==> src/rtl/lsu_align.sv <==
// RV32I MEM-stage load/store unit: one word-aligned req/ack access per start,
// with store lane steering and load byte/half extraction and extension.
module lsu_align #(
    parameter int ADDR_W = 32,
    parameter int DATA_W = 32
) (
    input  logic              clk,
    input  logic              rst,
    input  logic              start,
    input  logic              is_store,
    input  logic [2:0]        funct3,
    input  logic [ADDR_W-1:0] addr,
    input  logic [DATA_W-1:0] store_data,
    output logic              mem_req,
    output logic [ADDR_W-1:0] mem_addr,
    output logic [3:0]        mem_we,
    output logic [DATA_W-1:0] mem_wdata,
    input  logic              mem_ack,
    input  logic [DATA_W-1:0] mem_rdata,
    output logic [DATA_W-1:0] load_data,
    output logic              done,
    output logic              fault,
    output logic              busy
);

    typedef enum logic [1:0] {
        S_IDLE   = 2'd0,
        S_ACCESS = 2'd1,
        S_DONE   = 2'd2,
        S_FAULT  = 2'd3
    } state_t;

    state_t              r_state;
    logic                r_is_store;
    logic [2:0]          r_funct3;
    logic [1:0]          r_lane;
    logic                r_mem_req;
    logic [ADDR_W-1:0]   r_mem_addr;
    logic [3:0]          r_mem_we;
    logic [DATA_W-1:0]   r_mem_wdata;
    logic [DATA_W-1:0]   r_load_data;
    logic                r_done;
    logic                r_fault;
    logic                r_busy;

    state_t              w_state_next;
    logic                w_is_store_next;
    logic [2:0]          w_funct3_next;
    logic [1:0]          w_lane_next;
    logic                w_mem_req_next;
    logic [ADDR_W-1:0]   w_mem_addr_next;
    logic [3:0]          w_mem_we_next;
    logic [DATA_W-1:0]   w_mem_wdata_next;
    logic [DATA_W-1:0]   w_load_data_next;
    logic                w_done_next;
    logic                w_fault_next;

    logic                w_legal;
    logic                w_misaligned;
    logic [3:0]          w_st_we;
    logic [DATA_W-1:0]   w_st_wdata;
    logic [7:0]          w_rd_byte [4];
    logic [7:0]          w_byte;
    logic [15:0]         w_half;
    logic [DATA_W-1:0]   w_ld_ext;

    // Request decode: funct3 legality depends on direction (no LBU/LHU-style stores).
    always_comb begin
        w_legal = 1'b0;
        case (funct3)
            3'b000, 3'b001, 3'b010: w_legal = 1'b1;
            3'b100, 3'b101:         w_legal = !is_store;
            default:                w_legal = 1'b0;
        endcase
        w_misaligned = 1'b0;
        if (funct3[1:0] == 2'b01) begin
            w_misaligned = addr[0];
        end else if (funct3[1:0] == 2'b10) begin
            w_misaligned = (addr[1:0] != 2'b00);
        end
    end

    always_comb begin
        w_st_we    = 4'b1111;
        w_st_wdata = store_data;
        case (funct3[1:0])
            2'b00: begin
                w_st_we    = 4'b0001 << addr[1:0];
                w_st_wdata = {4{store_data[7:0]}};
            end
            2'b01: begin
                w_st_we    = addr[1] ? 4'b1100 : 4'b0011;
                w_st_wdata = {2{store_data[15:0]}};
            end
            default: begin
                w_st_we    = 4'b1111;
                w_st_wdata = store_data;
            end
        endcase
    end

    for (genvar gi = 0; gi < 4; gi++) begin : g_lane
        assign w_rd_byte[gi] = mem_rdata[gi*8 +: 8];
    end

    assign w_byte = w_rd_byte[r_lane];
    assign w_half = r_lane[1] ? mem_rdata[31:16] : mem_rdata[15:0];

    always_comb begin
        case (r_funct3)
            3'b000:  w_ld_ext = {{24{w_byte[7]}}, w_byte};
            3'b001:  w_ld_ext = {{16{w_half[15]}}, w_half};
            3'b100:  w_ld_ext = {24'd0, w_byte};
            3'b101:  w_ld_ext = {16'd0, w_half};
            default: w_ld_ext = mem_rdata;
        endcase
    end

    // Next-state and registered-output logic; every output is a flop.
    always_comb begin
        w_state_next     = r_state;
        w_is_store_next  = r_is_store;
        w_funct3_next    = r_funct3;
        w_lane_next      = r_lane;
        w_mem_req_next   = r_mem_req;
        w_mem_addr_next  = r_mem_addr;
        w_mem_we_next    = r_mem_we;
        w_mem_wdata_next = r_mem_wdata;
        w_load_data_next = r_load_data;
        w_done_next      = 1'b0;
        w_fault_next     = 1'b0;

        case (r_state)
            S_IDLE: begin
                if (start) begin
                    if (w_legal && !w_misaligned) begin
                        w_is_store_next = is_store;
                        w_funct3_next   = funct3;
                        w_lane_next     = addr[1:0];
                        w_mem_addr_next = {addr[ADDR_W-1:2], 2'b00};
                        w_mem_we_next   = is_store ? w_st_we : 4'b0000;
                        if (is_store) begin
                            w_mem_wdata_next = w_st_wdata;
                        end
                        w_mem_req_next  = 1'b1;
                        w_state_next    = S_ACCESS;
                    end else begin
                        w_state_next = S_FAULT;
                    end
                end
            end
            S_ACCESS: begin
                if (mem_ack) begin
                    w_mem_req_next = 1'b0;
                    w_mem_we_next  = 4'b0000;
                    if (!r_is_store) begin
                        w_load_data_next = w_ld_ext;
                    end
                    w_done_next  = 1'b1;
                    w_state_next = S_DONE;
                end
            end
            S_DONE: begin
                w_state_next = S_IDLE;
            end
            S_FAULT: begin
                w_done_next  = 1'b1;
                w_fault_next = 1'b1;
                w_state_next = S_IDLE;
            end
            default: begin
                w_state_next = S_IDLE;
            end
        endcase
    end

    always_ff @(posedge clk) begin
        if (rst) begin
            r_state     <= S_IDLE;
            r_is_store  <= 1'b0;
            r_funct3    <= 3'd0;
            r_lane      <= 2'd0;
            r_mem_req   <= 1'b0;
            r_mem_addr  <= '0;
            r_mem_we    <= 4'd0;
            r_mem_wdata <= '0;
            r_load_data <= '0;
            r_done      <= 1'b0;
            r_fault     <= 1'b0;
            r_busy      <= 1'b0;
        end else begin
            r_state     <= w_state_next;
            r_is_store  <= w_is_store_next;
            r_funct3    <= w_funct3_next;
            r_lane      <= w_lane_next;
            r_mem_req   <= w_mem_req_next;
            r_mem_addr  <= w_mem_addr_next;
            r_mem_we    <= w_mem_we_next;
            r_mem_wdata <= w_mem_wdata_next;
            r_load_data <= w_load_data_next;
            r_done      <= w_done_next;
            r_fault     <= w_fault_next;
            r_busy      <= (w_state_next != S_IDLE);
        end
    end

    assign mem_req   = r_mem_req;
    assign mem_addr  = r_mem_addr;
    assign mem_we    = r_mem_we;
    assign mem_wdata = r_mem_wdata;
    assign load_data = r_load_data;
    assign done      = r_done;
    assign fault     = r_fault;
    assign busy      = r_busy;

endmodule

==> config.mk <==
export PLATFORM = sky130hd
export DESIGN_NAME = lsu_align
export DESIGN_NICKNAME = d
export VERILOG_FILES = /design/src/rtl/lsu_align.sv
export SDC_FILE = /design/constraint.sdc
export NUM_CORES = 1
export LEC_CHECK = 0
export CAP_MARGIN = 5
export CORE_UTILIZATION = 44
export CTS_BUF_LIST = sky130_fd_sc_hd__clkbuf_4
export DETAILED_ROUTE_END_ITERATION = 12
export PLACE_DENSITY = 0.83
export SYNTH_ARGS = -nofsm -noshare
export SYNTH_HDL_FRONTEND = slang
export SYNTH_SLANG_ARGS = --single-unit
==> constraint.sdc <==
create_clock -name clk -period 2 [get_ports clk]
set_clock_uncertainty 0.1 [all_clocks]
set_input_delay 0.2 -clock clk [delete_from_list [all_inputs] [get_ports clk]]
set_output_delay 0.2 -clock clk [all_outputs]
set_load 0.01 [all_outputs]
# Word level (Yosys, flattened, before mapping)
# Cells that the tools add are included.
# totals
output_inout_bits,104
ff_bits,110
input_bits,104
# op_classes
shifts,1
muxes,27
n_reduce_logical,17
n_eq_ne,15
bitwise_logic,2
magnitude_cmp,1
# ops
cell,count
32-bit one-hot mux with 4 select lines,1
32-bit one-hot mux with 2 select lines,1
4-bit two-way mux,5
8-bit binary-select mux with 2-bit select,1
16-bit two-way mux,1
8-bit two-way mux,2
4-bit one-hot mux with 2 select lines,2
3-bit equality test (second input constant),4
4-bit AND reduction,2
1-bit two-way mux,7
2-bit equality test (second input constant),3
3-bit by 1-bit equality test with 1-bit output (second input constant),2
3-bit zero test,2
2-bit two-way mux,3
2-bit inequality test (second input constant),3
1-bit one-hot mux with 2 select lines,3
2-bit one-hot mux with 3 select lines,1
3-bit AND reduction,2
2-bit nonzero test,3
2-bit by 1-bit equality test with 1-bit output (second input constant),2
2-bit zero test,2
2-bit OR reduction,2
1-bit by 2-bit << shifter with 4-bit output (first input constant),1
3-bit by 2-bit equality test with 1-bit output (second input constant),1
other kinds (6),7

# Logic depth before layout (Yosys ltp)
# Gate-level depths: netlist (run 1).
# logic_depth
ltp_word,9
ltp_mapped,7

# Worst setup path before layout (run 1)
# No wires, ideal clock.
# synth_timing
path_type,reg-to-reg
from,register r_lane[1]
to,"register r_load_data[22], in the netlist load_data[22]"
period_less_slack_ps,1869
arrival_time_ps,1635
setup_slack_ps,131
path_stages_with_launch,6
path_buffers,1
t_required_ps,1766
path_cell_list,dfxtp_1 > mux4_2 > or2_1 > a21oi_2 > buf_2 > a211oi_1
# synth_between
elab_chain_cells,5
# synth_lines
element,line,rtl
start: declaration,36,logic [1:0] r_lane;
start signal: assignment,195,r_lane <= w_lane_next;
2-bit inverter with 3-bit output (implied by the code),106,assign w_byte = w_rd_byte[r_lane];
8-bit binary-select mux with 2-bit select,106,
8-bit two-way mux (implied by the code) (2 in a row),106,
32-bit one-hot mux with 4 select lines *,110,case (r_funct3)
end signal: assignment,200,r_load_data <= w_load_data_next;
end: declaration,41,logic [DATA_W-1:0] r_load_data;
# Every way passes the cells marked *; elsewhere a longest branch is shown, timed or not. The select of a mux whose other input is x is not followed.
# A chain may end at the register's enable or synchronous reset.

# Worst setup path in the final report (run 1)
# layout_timing
from,register r_state[0]
to,"register r_load_data[8], in the netlist load_data[8]"
# layout_between
elab_chain_cells,2
# layout_lines
element,line,rtl
start: declaration,33,state_t r_state;
start signal: assignment,192,r_state <= w_state_next;
2-bit by 1-bit equality test with 1-bit output,133,case (r_state)
3-bit AND reduction (no line),-,
# Every way passes these cells.

==> summary.md, run 1 <==
| Metric | Value |
|---|---|
| Slowest cell on crit path | `dfxtp_1` |
| DR DRC count | `0` |
| Post-detailed-placement half-perimeter wirelength | `11.2 mm` |
| Number of max-cap violations | `0` |
| Hold crit path type | `input port to flip-flop` |
| Final worst hold slack | `168 ps` |
| Reg2Reg Setup Slack | `150 ps` |
| Port Buffer Count | `205` |
| Synth Register Bits | `110` |
| Routability-driven placement congestion ratio | `just over 0.9` |
| Sequential cell area fraction in the yosys report | `0.457` |
| Fraction of layout cells with a size suffix above 1 | `0.0918` |
| Nature of the critical path startpoint | `flip-flop` |
| Largest stage delay on the critical path | `480 ps` |
| Post-Synthesis Mean Instance Area | `8.26 um2` |
| Cells traversed along the worst timing path | `nand2_1 > or3_1 > nor3_2 > a221oi_1` |
| Post-synthesis cell area | `roughly 4800 um2` |
| Static Leak | `2.55 nW` |
| Arrival time of the worst setup path | `2090 ps` |
| Count of boundary I/O pins | `208` |
| Power per Cell Area | `596 nW/um2` |
| Die area | `11400 um2` |
| Gr ovfl total | `0` |
| Source-to-sink clock delay at the later pin of the worst-skew pair | `450 ps` |
| Cell at the root of the clock tree | `clkbuf_4` |
| Leading post-synthesis cells by instance count | `nand2_1 (143), dfxtp_1 (110), a21oi_1 (54)` |
| Area post-placement | `7170 um2` |
| Vias in the first global route | `around 4.7k` |
| Synthesized instance count | `between 500 and 600` |
| Routed wire per std cell | `16.0 um` |
| Initial Utilization | `0.461` |
| Post-synth top area share | `0.457` |
| WL final | `between 10 and 15 mm` |
| Number of nets in the layout | `approximately 900` |
| Maximum number of pins on one net before global-route repair | `between 60 and 70` |
| Headroom to the max-slew limit | `0.401` |
| Number of failing setup endpoints in the final timing report | `0` |
| Clock transition at path regs | `170 ps` |
| Worst Max-Slew Pin Slew | `895 ps` |
| Count of pins over their slew limit | `0` |
| Share of flip-flops with an asynchronous set or reset after synthesis | `0` |
| Number of DRC markers in iteration 0 | `263` |
| Signed area change from the synthesized netlist to the final layout | `51.5%` |
| Buffers from clock root to sink, at most | `2` |
| Count of final hold-check violations | `0` |
| Outcome | `completed` |
| Non-Filler Cell Area, Final | `approximately 7300 um2` |
| Number of H-tree levels | `3` |
| Post-synth top area cell | `dfxtp_1` |
| Global routing usage summed across all routing layers | `0.260` |
| TritonCTS clock tree | `done` |
| Count of flip-flops with a built-in enable after synthesis | `0` |
| Minimum clock period | `1850 ps` |
| Vias per cell | `about 5.4` |
| Maximum clock frequency | `0.541 GHz` |
| Most used flip-flop cell after synthesis | `dfxtp_1` |
| Row cnt | `37` |
| Final period util | `0.923` |
| Largest vdd supply drop | `314 uV` |
| Global-route wire length before repair | `23.8 mm` |
| Yosys warnings | `0` |
| Worst endpoint required time | `2240 ps` |
| Number of clock buffers inserted by TritonCTS | `9` |
| Synth unique cells | `44` |
| Crit path kind | `flip-flop to flip-flop` |
| Type of destination of the critical path | `flip-flop` |
| Number of antenna-violating nets in the routed design | `0` |
| Crit Path Max Fanout | `8` |
| Sinks on Clock Net | `110` |
| Fill cell instance count of the final layout | `844` |
| Core occupancy in the finished layout | `0.698` |
| Placeable core region | `10500 um2` |
| Unrepaired setup endpoints after global routing | `no` |
| Top post-synthesis cells by area | `dfxtp_1 (46%), nand2_1 (11%), a21oi_1 (5.6%), a211oi_1 (5.5%), mux2i_1 (5.2%)` |
| Width of the die | `107 um` |
| Buffers inserted during post-CTS setup optimization | `0` |
| DIE HEIGHT | `107 um` |
| Number of antenna violations at the first check in global routing | `0` |
| Count of antenna diodes in the layout | `0` |
| Drt pass-1 iters | `5` |
| Count of vias placed by the detailed router | `5013` |
| Cell with the most instances after synthesis | `nand2_1` |
## critical path: cells and delay by family, from the launching register on
family / cells / cell delay [ps]
flops: 1 / 480
compound gates: 1 / 160
simple gates: 3 / 1000
## registers in the layout, summed over array words and instances (netlist names)
signal,flops
mem_wdata,32
fault,1
r_is_store,1
mem_req,1
done,1
r_funct3,3
r_lane,2
load_data,32
mem_we,4
mem_addr,30
r_state,2
busy,1
## metrics by stage
stage / setup slack, ps / setup TNS, ps / power [mW] / std cells
floorplan: 131 / 0 / 2.82 / 584
global placement: -138 / -7930 / 3.35 / 914
detailed placement: -246 / -10420 / 3.38 / 914
CTS: 158 / 0 / 4.37 / 931
global route: 5.07 / 0 / 4.56 / 931
finish: 153 / 0 / 4.35 / 931
## layout make-up
type | count | area, um2 | area share
Inverter | 8 | 30.0 | 0.00411
Sequential cell | 110 | 2200 | 0.302
Tap cell | 136 | 170 | 0.0233
Multi-Input combinational cell | 416 | 2360 | 0.324
Timing Repair Buffer | 245 | 2410 | 0.331
Clock buffer | 9 | 67.6 | 0.00926
Clock inverter | 7 | 50.0 | 0.00686
## routing by layer
metal,vias up,part of all wire,GRT usage
met5,-,0,0
met4,0,0.028,0.112
met3,26,0.069,0.0468
met1,2336,0.42,0.327
met2,210,0.49,0.438
li1,2441,-,-
## report_power, final
part / switching (mW) / internal (mW)
clock network: 0.751 / 0.258
logic: 0.439 / 0.543
registers: 0.0627 / 2.30
total: 1.25 / 3.10
## final timing paths
path | start | endpoint | cells past startpoint
max | r_state[0]$_SDFF_PP0_ | load_data[8]$_SDFFE_PP0P_ | 4
min reg2reg | mem_addr[22]$_SDFFE_PP0P_ | mem_addr[22]$_SDFFE_PP0P_ | 2
min | addr[6] | mem_addr[6]$_SDFFE_PP0P_ | 3
max reg2reg | r_state[0]$_SDFF_PP0_ | load_data[8]$_SDFFE_PP0P_ | 4
## cell families after synthesis
family / after synthesis / share of synthesized area
DFF: 110 / 0.457
AOI/OAI and AO/OA: 157 / 0.218
other: 1 / 0.000778
muxes: 33 / 0.0730
and+or+nand+nor: 224 / 0.194
buffers and inverters: 58 / 0.0563
## cells in the final DEF, fill, tap and decap left out, types with 8 or more instances in the layout
cell type and n:
buf_4 35, nand2_1 143, mux2i_1 25, o21ai_0 27
a221oi_1 8, nor2_1 51, a21oi_1 54, clkdlybuf4s50_1 204
a311oi_1 8, nor3b_1 9, clkbuf_4 9, dfxtp_1 110
inv_1 8, a211oi_1 35
## what timing repair did
action,4_1_cts,5_1_grt
endpoints found under the hold margin,4,0
hold buffers,1,0
gates resized for setup,0,0
Power figures use the tool's default switching activity.
==> run 2, diff against run 1 <==
CAP_MARGIN = not set   (was 5)
CTS_CLUSTER_DIAMETER = 120   (was not set)
SETUP_SLACK_MARGIN = 0.3   (was not set)
==> run 2 against run 1 <==
Critical path type unchanged; cell count up 1.2%; worst setup slack better by 84 ps; maximum frequency up 4.7%; utilization up 3.9 points.
==> summary.md, run 2 (same netlist as run 1, synthesis figures left out) <==
| Metric | Value |
|---|---|
| Crit Path Max Fanout | `16 (+8)` |
| Outcome | `completed` |
| Most common cell after layout, fill and taps aside | `nand2_1` |
| Worst Max-Slew Pin Slew | `570 ps (-325 ps)` |
| Cells traversed along the worst timing path | `mux4_2 > or2_1 > a21oi_4 > buf_12 > a211oi_1` |
| Nature of the critical path startpoint | `flip-flop` |
| Clock transition at path regs | `160 ps (about the same)` |
| Post-detailed-placement half-perimeter wirelength | `11.3 mm (+0.61%)` |
| Gr ovfl total | `0 (unchanged)` |
| Maximum number of pins on one net before global-route repair | `36 (-47%)` |
| Initial Utilization | `0.461 (unchanged)` |
| Count of antenna diodes in the layout | `0 (unchanged)` |
| Global-route wire length before repair | `24.8 mm (+4.0%)` |
| Placeable core region | `10500 um2 (unchanged)` |
| Worst endpoint required time | `2250 ps (about the same)` |
| Buffers from clock root to sink, at most | `2 (unchanged)` |
| Number of DRC markers in iteration 0 | `240 (-8.7%)` |
| Overall power after layout | `4.38 mW (+0.69%)` |
| Largest stage delay on the critical path | `500 ps (+20 ps)` |
| Routed wire per std cell | `17.0 um (+6.3%)` |
| TritonCTS clock tree | `done` |
| Port Buffer Count | `205 (unchanged)` |
| Signed area change from the synthesized netlist to the final layout | `59.9%` |
| Core occupancy in the finished layout | `0.737 (+0.0390)` |
| Cell at the root of the clock tree | `clkbuf_4` |
| Static Leak | `3.83 nW (+50%)` |
| Width of the die | `107 um (unchanged)` |
| Vias in the first global route | `5035 (+6.0%)` |
| Setup slack after placement | `-209 ps (+37.7 ps)` |
| Crit path kind | `flip-flop to flip-flop` |
| Headroom to the max-slew limit | `0.620 (+0.219)` |
| Die area | `11400 um2 (unchanged)` |
| Aggregate negative setup slack | `0 ps (unchanged)` |
| WL final | `16.0 mm (+7.6%)` |
| Power per Cell Area | `569 nW/um2 (-4.6%)` |
| Commonest non-fill, non-tap cells in the layout | `nand2_1 (143), clkdlybuf4s50_1 (112), dfxtp_1 (89)` |
| Count of boundary I/O pins | `208 (unchanged)` |
| Arrival time of the worst setup path | `2010 ps (-80 ps)` |
| Number of clock buffers inserted by TritonCTS | `9 (unchanged)` |
| Count of final hold-check violations | `0 (unchanged)` |
| Minimum clock period | `1760 ps (-83.6 ps)` |
| Vias per cell | `5.50 (+2.1%)` |
| Sinks on Clock Net | `110 (unchanged)` |
| Source-to-sink clock delay at the later pin of the worst-skew pair | `460 ps (about the same)` |
| Fraction of layout cells with a size suffix above 1 | `0.149 (+0.0571)` |
| Maximum clock frequency | `0.567 GHz (+4.7%)` |
| Number of buffers and inverters on the critical path | `1 (+1)` |
| Number of antenna-violating nets in the routed design | `0 (unchanged)` |
| CP delay by family, top | `multiplexers` |
| DIE HEIGHT | `107 um (unchanged)` |
| Final period util | `0.882 (-0.0418)` |
| Type of destination of the critical path | `flip-flop` |
| Largest vdd supply drop | `326 uV (+4.0%)` |
| Number of nets in the layout | `905 (+1.2%)` |
| Global routing usage summed across all routing layers | `0.273 (+0.0122)` |
| Number of max-cap violations | `0 (unchanged)` |
| Final worst-path setup slack | `237 ps (+83.6 ps)` |
| Unrepaired setup endpoints after global routing | `yes` |
| Slowest cell on crit path | `mux4_2` |
| DR DRC count | `0 (unchanged)` |
| Routability-driven placement congestion ratio | `0.867 (-5.9%)` |
| Count of pins over their slew limit | `0 (unchanged)` |
| Final worst hold slack | `80.4 ps (-88.1 ps)` |
| Number of antenna violations at the first check in global routing | `0 (unchanged)` |
| Row cnt | `37 (unchanged)` |
| Drt pass-1 iters | `5 (unchanged)` |
| Number of failing setup endpoints in the final timing report | `0 (unchanged)` |
| Number of H-tree levels | `3 (unchanged)` |
| Count of vias placed by the detailed router | `5180 (+3.3%)` |
| Hold crit path type | `input port to flip-flop` |
run 2: cell types whose count changed in the layout (fill, tap and decap cells not counted), sizes merged:
cell           before  now
dlygate4sd2         0   33
buf                40   48
clkinv              3    2
dlymetal6s2s        0   59
clkdlybuf4s50     204  112
inv                 9    8
clkbuf              9   15
clkinvlp            3    2
run 2: final timing paths:
check                            start                         end  slack (ps)  cells past startpoint
max             r_lane[1]$_SDFFE_PP0P_  load_data[22]$_SDFFE_PP0P_         240                      5
max reg2reg     r_lane[1]$_SDFFE_PP0P_  load_data[22]$_SDFFE_PP0P_         240                      5
min                            addr[1]      r_lane[1]$_SDFFE_PP0P_          80                      4
min reg2reg  mem_addr[17]$_SDFFE_PP0P_   mem_addr[17]$_SDFFE_PP0P_         360                      2
run 2: metal layers:
| metal | routed length (um) | up-vias | global-route usage |
|---|---|---|---|
| met1 | 6420 | 2419 | 0.335 |
| met5 | 0 | - | 0 |
| met4 | 603 | 0 | 0.135 |
| met2 | 7880 | 245 | 0.465 |
| met3 | 1130 | 48 | 0.0401 |
| li1 | - | 2468 | - |
run 2: final cells by class:
cell class	count	area, um2
inverters	8	30.0
fillers	776	2760
well taps	136	170
flip-flops and latches	110	2230
clock inverters	4	23.8
multi-input cells	416	2460
repair buffers	256	2710
clock buffers	12	90.1
run 2: where the power goes:
group	total, mW	switching [mW]	internal (mW)
Sequential	2.36	0.0586	2.30
Combinational	1.02	0.471	0.547
Clock	1.00	0.711	0.293
Total	4.38	1.24	3.14
run 2: timing repair:
item                       in CTS  in global routing
hold buffers                    1                  0
buffers inserted                3                  2
hold endpoints to repair        1                  0
setup endpoints to repair      71                132
gates cloned                    1                  3
pin swaps                       2                  5
gates resized for setup        41                 88
run 2: worst register-to-register path, cell delays in order (launching register included):
cell,delay [ps]
dfxtp_2,380
mux4_2,500
or2_1,260
a21oi_4,170
buf_12,170
a211oi_1,80
run 2: stage by stage:
| stage | cells | instance area (um2) |
|---|---|---|
| CTS | 937 | 7400 |
| detailed placement | 916 | 7230 |
| floorplan | 584 | 4860 |
| finish | 942 | 7710 |
| global route | 942 | 7710 |
| global placement | 916 | 7230 |
==> RTL change 1, RTL diff (flow settings as in run 1) <==
Make the reset (`rst`) asynchronous in one clocked block.
--- a/src/rtl/lsu_align.sv
+++ b/src/rtl/lsu_align.sv
@@ -175,5 +175,5 @@
     end
 
-    always_ff @(posedge clk) begin
+    always_ff @(posedge clk or posedge rst) begin
         if (rst) begin
             r_state     <= S_IDLE;
Function: differs if rst is asserted again (counterexample within 4 cycles, from zero or initial values and one cycle with rst high); with rst held inactive, the same outputs for 4 cycles.
==> RTL change 1 against run 1 <==
  * Final area increased by 4.5%
  * Sequential share of layout area rose by 5.9 points
  * Sequential cell count stayed put
  * Wire length down 6.8%
  * Worst setup slack got worse by 0.022 ns
  * Area after synthesis rose by 6.3%
  * Global-route usage is 2.8 points lower
Power is not compared: it rests on default switching activity, and its combinational part moved more than twofold at a synthesized area within 25%.
==> RTL change 1: results <==
group,metric,value,unit
global_route,grt_util_met2,38.66,%
worst_setup_path,slowest_stage,"dfrtp_1",
final_layout,nets,781,
synthesis,yosys.area.top_type_share,53.72,%
synthesis,synth_compound_area_share,10.96,%
synthesis,synthDistinctLibCells,43,
final_layout,drive_gt1_share,15.84,%
synthesis,yosys-top-cells-area,"dfrtp_1 54%, mux2_2 11%, mux2i_1 6.3%",
worst_setup_path,cp_data_arrival_time,2.15,ns
drt,drtIter0Drc,241,
placement,place.gp.congestion,0.8754,
min_path,hold_path.class,"in -> async",
global_route,antenna_found_initial,0,
run_status,status,"completed",
synthesis,synth_top_cells_by_count,"110 x dfrtp_1, 59 x nand2_1, 50 x mux2_2, 36 x nand3_1, 32 x mux2i_1",
synthesis,synthArstFlopShare,100.0,%
global_route,grt_max_degree,111,
worst_setup_path,crit_fanout,12,
drt,routedWlPerCell,16.83,um
clocking,cts-hold-fix-buffers,0,
synthesis,avgSynthCellArea,10.95,sq um
synthesis,muxShareOfSynthArea,17.68,%
sta,worst_slew_pin_slew,0.6254,ns
global_route,use_met3,6.758,%
placement,placedCellCount,809,
placement,placed_area,7488,sq um
synthesis,ys_seq_area_share,53.72,%
drt,firstDrtPassIters,4,
worst_setup_path,crit_family,"flip-flops",
## RTL change 1: path summary, 6_finish.rpt
kind,from,end,slack (ns),cells past startpoint
min,rst,load_data[7],0.1,3
min reg2reg,mem_wdata[10],mem_wdata[10],0.40,2
max in group asynchronous,rst,mem_wdata[26],1.17,3
min in group clk,mem_rdata[6],load_data[6],0.23,3
max reg2reg,r_funct3[0],load_data[1],0.13,5
max,r_funct3[0],load_data[1],0.13,5
## RTL change 1: routing by layer
metal	wire length [um]	up-vias
met5	0	-
met4	270	0
met3	1091	22
met2	6777	180
met1	5748	2192
li1	-	2080
## RTL change 1: cell type report
class / count / area [sq um]
fill: 884 / 3746
clock buffer: 10 / 75.07
inverter: 3 / 15.01
multi-input combinational: 320 / 2217
sequential: 110 / 2753
tap: 143 / 178.9
timing repair buffer: 233 / 2325
clock inverter: 6 / 60.06
==> RTL change 2, RTL diff (config.mk and constraints of run 1) <==
Made on the original files. Change the parameter `ADDR_W` from 32 to 64.
--- a/src/rtl/lsu_align.sv
+++ b/src/rtl/lsu_align.sv
@@ -2,5 +2,5 @@
 // with store lane steering and load byte/half extraction and extension.
 module lsu_align #(
-    parameter int ADDR_W = 32,
+    parameter int ADDR_W = 64,
     parameter int DATA_W = 32
 ) (
Interface: changed (resized addr and mem_addr); port bits go from 208 to 272. The function was not compared with the original's and may differ.
==> RTL change 2 against run 1 <==
  * First-iteration DRC count up 93%
  * Count of clock-buffer cells in the layout is 10 higher
  * Highest routed layer unchanged
  * Worst setup slack gained 0.012 ns
  * Maximum frequency is 0.64% higher
  * Sequential cell count grew 32
  * Die area up 22%
  * Wire length is 25% higher
  * Utilization up 1.6 points
  * Power increased by 36%
  * Area after synthesis rose by 22%
  * Final area increased by 25%
  * Non-clock buffer count rose by 61
  * Largest cell class unchanged
==> RTL change 2: results <==
group,metric,value,unit
run_status,status,"completed",
synthesis,muxShareOfSynthArea,5.970,%
synthesis,ys_seq_area_share,48.27,%
final_layout,multi_input_area,2753,sq um
global_route,grt_pass1_wl,29900,um
clocking,htreeDepth,4,
clocking,numCtsBuffers,17,
placement,placed_area,8889,sq um
global_route,grt_max_degree,61,
sta,fmax,544.9,MHz
worst_setup_path,slowest_delay,0.51,ns
drt,firstDrtPassIters,4,
final_layout,nets,1123,
power,p_leak,3.197,nW
sta,worst_slew_pin_slew,0.8660,ns
placement,place.gp.congestion,0.8871,
synthesis,synth_compound_area_share,20.25,%
global_route,grt_pass1_vias,5959,
placement,post-place-ws,-0.2923,ns
global_route,groute.usage.overall,27.20,%
synthesis,yosys-top-cells-area,"dfxtp_1 48%, nand2_1 13%, a21oi_1 7.5%",
sta,hold_ws,0.1022,ns
drt,drt-total-wl,18620,um
synthesis,synth_top_cells_by_count,"207 x nand2_1, 142 x dfxtp_1, 88 x a21oi_1, 51 x nor2_1, 43 x clkbuf_1",
placement,dp_hpwl,13800,um
RTL change 2: cell count changes after synthesis, sizes merged:
| cell | change |
|---|---|
| a21oi | +32 |
| buf | +2 |
| clkbuf | +10 |
| dfxtp | +32 |
| nand2 | +64 |
RTL change 2: worst max-delay path, delay by kind of cell (launching register included):
kind | cells | cell delay [ns]
flops | 1 | 0.37
simple gates | 2 | 0.56
compound gates | 1 | 0.16
mux | 1 | 0.51
RTL change 2: logic make-up (layout without fill, tap and decap cells):
family,after synthesis,after routing
buffers and inverters,70,344
DFF,142,142
AOI/OAI and AO/OA,189,189
muxes,33,33
other,1,3
and+or+nand+nor,288,288
RTL change 2: path summary, 6_finish.rpt:
check              startpoint             to
setup / recovery    r_lane[1]  load_data[14]
hold / removal       addr[10]   mem_addr[10]
setup reg to reg    r_lane[1]  load_data[14]
hold reg to reg   mem_addr[3]    mem_addr[3]
RTL change 2: layout make-up:
type,instances,area share (%)
Tap cell,172,2.353
Antenna cell,1,0.02736
Inverter,8,0.3284
Clock buffer,19,1.560
Sequential cell,142,31.09
Multi-Input combinational cell,512,30.10
Clock inverter,11,1.108
Timing Repair Buffer,306,33.44
RTL change 2: power by group through the flow:
| stage | Sequential, mW | Clock [mW] | Combinational (mW) |
|---|---|---|---|
| floorplan | 3.14 | 0 | 0.431 |
| global placement | 3.09 | 0 | 1.16 |
| detailed placement | 3.10 | 0 | 1.17 |
| CTS | 3.03 | 1.74 | 1.18 |
| global route | 3.05 | 1.86 | 1.27 |
| finish | 3.03 | 1.69 | 1.18 |
RTL change 2: what timing repair did:
action / 4_1_cts / 5_1_grt
hold endpoints to repair: 8 / 0
buffers inserted: 0 / 0
resized for setup: 0 / 0
hold buffers: 1 / 0
RTL change 2: per-layer routing:
layer	wire [um]	share of wire (%)	GRT usage [%]
met4	690	3.7	13.86
met3	1560	8.4	8.576
met2	8963	48	45.59
met1	7403	40	31.00
met5	0	0	0
RTL change 2: stage by stage:
step / setup TNS, ns / cells
after floorplan: 0 / 724
after global placement: -21.17 / 1139
after detailed placement: -24.99 / 1139
after CTS: 0 / 1170
after global routing: 0 / 1171
final: 0 / 1171
